### src/rtl/seq_multiplier_pkg.sv
// Shared ALU definitions: multiplier FSM encoding, default operand width and
// the result-selector code that routes the low product word.
package seq_multiplier_pkg;

    typedef enum logic [1:0] {
        IDLE = 2'd0,
        RUN  = 2'd1,
        DONE = 2'd2
    } mult_state_t;

    localparam int unsigned DEFAULT_WIDTH = 32;

    // ALU result selector input carrying product_lo
    localparam logic [2:0] ALU_SEL_MUL = 3'd5;

endpackage

### src/rtl/seq_mult_datapath.sv
// Shift-add datapath: multiplicand register, {hi,lo} product register and the
// carry-preserving (WIDTH+1)-bit adder, driven by load/step strobes.
module seq_mult_datapath
    import seq_multiplier_pkg::*;
#(
    parameter int unsigned WIDTH = DEFAULT_WIDTH
) (
    input  logic             clk,
    input  logic             rst_n,
    input  logic             load,
    input  logic             step,
    input  logic [WIDTH-1:0] a,
    input  logic [WIDTH-1:0] b,
    output logic [WIDTH-1:0] prod_lo,
    output logic [WIDTH-1:0] prod_hi
);

    logic [WIDTH-1:0] mcand_r;
    logic [WIDTH-1:0] hi_r;
    logic [WIDTH-1:0] lo_r;
    logic [WIDTH:0]   sum_s;

    // Partial sum; the extra bit keeps the carry so all-ones operands stay exact
    always_comb begin
        sum_s = {1'b0, hi_r};
        if (lo_r[0]) begin
            sum_s = {1'b0, hi_r} + {1'b0, mcand_r};
        end else begin
            sum_s = {1'b0, hi_r};
        end
    end

    // Operand capture on load, {carry,sum,lo} >> 1 on each step
    always_ff @(posedge clk or negedge rst_n) begin
        if (!rst_n) begin
            mcand_r <= {WIDTH{1'b0}};
            hi_r    <= {WIDTH{1'b0}};
            lo_r    <= {WIDTH{1'b0}};
        end else if (load) begin
            mcand_r <= a;
            hi_r    <= {WIDTH{1'b0}};
            lo_r    <= b;
        end else if (step) begin
            hi_r    <= sum_s[WIDTH:1];
            lo_r    <= {sum_s[0], lo_r[WIDTH-1:1]};
        end else begin
            mcand_r <= mcand_r;
            hi_r    <= hi_r;
            lo_r    <= lo_r;
        end
    end

    assign prod_lo = lo_r;
    assign prod_hi = hi_r;

endmodule

### src/rtl/seq_multiplier.sv
// Multi-cycle unsigned shift-add multiplier with start/busy/done handshake.
// The FSM owns the iteration counter; a DONE-cycle start restarts with no gap.
module seq_multiplier
    import seq_multiplier_pkg::*;
#(
    parameter int unsigned WIDTH = DEFAULT_WIDTH
) (
    input  logic             clk,
    input  logic             rst_n,
    input  logic             start,
    input  logic [WIDTH-1:0] a,
    input  logic [WIDTH-1:0] b,
    output logic             busy,
    output logic             done,
    output logic [WIDTH-1:0] product_lo,
    output logic [WIDTH-1:0] product_hi
);

    localparam int unsigned CW = (WIDTH > 1) ? $clog2(WIDTH) : 1;
    localparam logic [CW-1:0] LAST_CNT = CW'(WIDTH - 1);

    mult_state_t   state_r;
    mult_state_t   state_next_s;
    logic [CW-1:0] cnt_r;
    logic          load_s;
    logic          step_s;
    logic          busy_r;
    logic          done_r;

    // Next-state and datapath strobe decode
    always_comb begin
        state_next_s = state_r;
        load_s       = 1'b0;
        step_s       = 1'b0;
        case (state_r)
            IDLE: begin
                if (start) begin
                    load_s       = 1'b1;
                    state_next_s = RUN;
                end else begin
                    state_next_s = IDLE;
                end
            end
            RUN: begin
                step_s = 1'b1;
                if (cnt_r == LAST_CNT) begin
                    state_next_s = DONE;
                end else begin
                    state_next_s = RUN;
                end
            end
            DONE: begin
                if (start) begin
                    load_s       = 1'b1;
                    state_next_s = RUN;
                end else begin
                    state_next_s = IDLE;
                end
            end
            default: begin
                state_next_s = IDLE;
            end
        endcase
    end

    // State, iteration counter and registered handshake outputs
    always_ff @(posedge clk or negedge rst_n) begin
        if (!rst_n) begin
            state_r <= IDLE;
            cnt_r   <= {CW{1'b0}};
            busy_r  <= 1'b0;
            done_r  <= 1'b0;
        end else begin
            state_r <= state_next_s;
            busy_r  <= (state_next_s == RUN);
            done_r  <= (state_next_s == DONE);
            if (load_s) begin
                cnt_r <= {CW{1'b0}};
            end else if (step_s) begin
                cnt_r <= cnt_r + {{(CW-1){1'b0}}, 1'b1};
            end else begin
                cnt_r <= cnt_r;
            end
        end
    end

    seq_mult_datapath #(.WIDTH(WIDTH)) u_datapath (
        .clk     (clk),
        .rst_n   (rst_n),
        .load    (load_s),
        .step    (step_s),
        .a       (a),
        .b       (b),
        .prod_lo (product_lo),
        .prod_hi (product_hi)
    );

    assign busy = busy_r;
    assign done = done_r;

endmodule

### config.mk
export PLATFORM = sky130hd
export DESIGN_NAME = seq_multiplier
export DESIGN_NICKNAME = d
export VERILOG_FILES = /design/src/rtl/seq_multiplier_pkg.sv /design/src/rtl/seq_mult_datapath.sv /design/src/rtl/seq_multiplier.sv
export SDC_FILE = /design/constraint.sdc
export NUM_CORES = 1
export LEC_CHECK = 0
export CAP_MARGIN = 20
export CORE_MARGIN = 8
export CORE_UTILIZATION = 35
export DETAILED_ROUTE_END_ITERATION = 16
export PLACE_DENSITY = 0.68
export SYNTH_ARGS = -nofsm -noshare
export SYNTH_HDL_FRONTEND = slang
export SYNTH_SLANG_ARGS = --single-unit
export TNS_END_PERCENT = 50
### constraint.sdc
create_clock -name clk -period 2.7 [get_ports clk]
set_input_delay 0.81 -clock clk [delete_from_list [all_inputs] [get_ports clk]]
set_output_delay 0.81 -clock clk [all_outputs]
set_load 0.05 [all_outputs]
==> qor.csv <==
metric,value,unit
outcome,"finished, final reports clean",
comb_power_share,0.641,
holdCritPathClass,in -> async,
post-dp-hpwl,12800,microns
fin_crit_sh,0.951,
cts.root.buffer_cell,clkbuf_16,
drt_iter0_markers,310,
route.antenna.remaining_nets,0,
worstPathRequired,2.92,ns
crit_path_end_kind,flip-flop,
worstReg2RegStart,u_datapath.prod_hi[0],
cts_tree,built,
clock.fmax,390,MHz
synth_flop_cell,dfrtp_1,
cts.htree.levels,3,
grt_max_degree,69,
yosysWarnings,0,
p_int,6.26,mW
die_area,0.0217,sq mm
final_common_cell,nand2_1,
insertion_delay,0.36,ns
async_flop_share,1.00,
setup-tns-final,0,ns
pwr-share-clk,0.118,
fin_crit,2.57,ns
final_max_slew_viol_count,0,
antenna_found_initial,0,
row_count,48,
grt_pass1_wl,29000,microns
seq_area_frac_synth,0.435,
r2r_slack,0.13,ns
synth_area,0.00604,sq mm
r2r_cells,10,
placedCellCount,1027,
path_class,reg -> reg,
drive_above_1_share,0.0768,
portBuffers,132,
synth_edf_count,0,
syn_area_per_cell,8.80,sq um
grt_pass1_vias,5625,
cts_buffers,9,
cts_hold_buf,0,
initial_core_util,0.354,
avgViaCountPerCell,5.21,
area_delta_synth_final,33.9,%
place.gp.congestion,0.876,
max_stage_delay,0.44,ns
overflow,0,
ir_drop,0.771,mV
relSlewSlack,0.451,
clock-sinks,105,
worst_slew_pin_slew,0.821,ns
die_x,147,microns
multi_input_area,0.00328,sq mm
slowest_stage,dfrtp_2,
skew,0.00665,ns
synth.ff_latch_count,105,
p_switching,6.30,mW
yosysTopAreaCell,dfrtp_1,
drc_errors,0,
synth_nets,788,
final_cells,1045,
start_kind,flip-flop,
p_per_area,1550,mW/mm^2
setup_viol,0,
cp_max_fo,3,
synth_cell_type_count,54,
nets,917,
clk_pin_slew,0.07,ns
rsz0062_at_grt,false,
first_pass_iters,4,
swShare,0.502,
drv_cap,0,
leakagePower,3.72,nW
vias,5441,
seq_area,0.00263,sq mm
timing.rr.end,u_datapath.prod_hi[25],
hold_viol,0,
crit_path_cell_trace,"ha_4, fa_2, a21o_1, a221oi_4, or4_4, nand2_1, a211o_1, a31oi_2, xnor2_1, o21ai_1",
num_antenna_cells,0,
fill_cells,1651,
core_area,0.0171,sq mm
clockBufferDepth,2,
cp.arrival,2.79,ns
io_pins,133,
synthCells,686,
gr-usage-all-layers,0.164,
final_cell_mix,"nand2_1, clkdlybuf4s50_1, dfrtp_1",
seq_power_share,0.241,
wl_per_cell,16.7,microns
die_height,147,microns
synth_top_area_frac,0.435,
routed_wl,17400,microns
synth_area_leaders,"dfrtp_1, nand2_1, ha_1",
-- layer usage --
layer,GRT usage,share of wire,routed length (microns),up-vias
li1,-,-,-,2660
met1,0.207,0.45,7860,2601
met2,0.253,0.45,7760,154
met3,0.0563,0.080,1400,26
met4,0.0643,0.024,412,0
met5,0,0,0,-
-- power by group through the flow --
stage | clock network [mW] | logic, mW | registers [mW]
6_report | 1.48 | 8.05 | 3.03
4_1_cts | 1.52 | 8.04 | 3.02
3_5_place_dp | 0 | 7.98 | 3.04
5_1_grt | 1.58 | 8.83 | 3.15
2_1_floorplan | 0 | 4.07 | 4.50
3_3_place_gp | 0 | 7.93 | 3.02
-- how the worst max path moves through the flow --
| stage | end | startpoint | slack [ns] | cells after the start |
|---|---|---|---|---|
| floorplan | u_datapath.prod_hi[25] | u_datapath.prod_hi[0] | 0.02 | 10 |
| global placement | u_datapath.prod_hi[25] | u_datapath.prod_hi[0] | 0.08 | 10 |
| detailed placement | u_datapath.prod_hi[25] | u_datapath.prod_hi[0] | 0.01 | 10 |
| CTS | u_datapath.prod_hi[25] | u_datapath.prod_hi[0] | 0.04 | 10 |
| global route | u_datapath.prod_hi[28] | u_datapath.prod_hi[8] | 0.006 | 9 |
| finish | u_datapath.prod_hi[25] | u_datapath.prod_hi[0] | 0.13 | 10 |
-- critical path, delay by kind of cell (launching register included) --
family,cells,cell delay [ns]
xor+xnor,1,0.14
compound gates,5,1.08
flops,1,0.44
fa+ha+maj,2,0.52
simple gates,2,0.26
-- metrics by stage --
| stage | total power, mW | util | instance area (sq um) | hold slack (ns) | worst slack [ns] |
|---|---|---|---|---|---|
| 6_report | 12.6 | 0.474 | 8090 | 0.473 | 0.134 |
| 5_1_grt | 13.6 | 0.474 | 8090 | 0.510 | 0.00604 |
| 4_1_cts | 12.6 | 0.472 | 8050 | 0.490 | 0.0427 |
| 3_5_place_dp | 11.0 | 0.452 | 7710 | 0.473 | 0.0111 |
| 3_3_place_gp | 10.9 | 0.452 | 7710 | 0.466 | 0.0835 |
| 2_1_floorplan | 8.57 | - | 6040 | 0.450 | 0.0213 |
-- registers in the layout, summed over array words and instances, names as in the netlist --
| signal | cells |
|---|---|
| u_datapath.mcand_r | 32 |
| u_datapath.prod_hi | 32 |
| u_datapath.prod_lo | 32 |
| cnt_r | 5 |
| state_r | 2 |
| busy | 1 |
| done | 1 |
-- synthesized netlist by cell type (2+ instances only) --
| master | n |
|---|---|
| a211oi_1 | 3 |
| ha_1 | 34 |
| dfrtp_1 | 105 |
| nand2b_1 | 3 |
| nor2_1 | 19 |
| nand3_1 | 9 |
| a32oi_1 | 2 |
| a211o_1 | 2 |
| a31oi_1 | 9 |
| and3_1 | 9 |
| nand4_1 | 9 |
| a21o_1 | 11 |
| or3b_1 | 3 |
| nor2b_1 | 5 |
| o21ai_1 | 7 |
| a22o_1 | 3 |
| a21oi_1 | 46 |
| clkbuf_1 | 29 |
| mux2i_1 | 12 |
| xor2_1 | 12 |
| inv_1 | 12 |
| nor3_1 | 5 |
| and2_1 | 3 |
| o31ai_1 | 3 |
| a21oi_2 | 3 |
| o21bai_1 | 3 |
| buf_1 | 9 |
| a22oi_1 | 39 |
| o21ai_0 | 36 |
| nand2_1 | 197 |
| o21a_1 | 4 |
| xnor2_1 | 18 |
-- what timing repair did --
| action | 4_1_cts | 5_1_grt |
|---|---|---|
| gates resized for setup | 1 | 5 |
| buffers inserted | 0 | 2 |
| endpoints found under the setup margin | 1 | 4 |
| hold endpoints to repair | 0 | 0 |
| pin swaps | 0 | 4 |
-- area by class of cell --
| type | count | area share |
|---|---|---|
| multi-input cells | 531 | 0.406 |
| flip-flops and latches | 105 | 0.325 |
| repair buffers | 156 | 0.188 |
| well taps | 225 | 0.0348 |
| clock buffers | 10 | 0.0283 |
| clock inverters | 6 | 0.0121 |
| inverters | 12 | 0.00557 |
-- logic make-up (layout without fill, tap and decap cells) --
kind of cell | count (synthesis) | count (layout) | synth area share
adders and majority gates | 35 | 35 | 0.0738
and+or+nand+nor | 266 | 266 | 0.186
DFF | 105 | 105 | 0.435
xor gates and xnor gates | 30 | 30 | 0.0435
buffers and inverters | 50 | 184 | 0.0311
muxes | 12 | 12 | 0.0199
AOI/OAI and AO/OA | 188 | 188 | 0.210
Note: power is estimated with default switching activity, not from simulation.
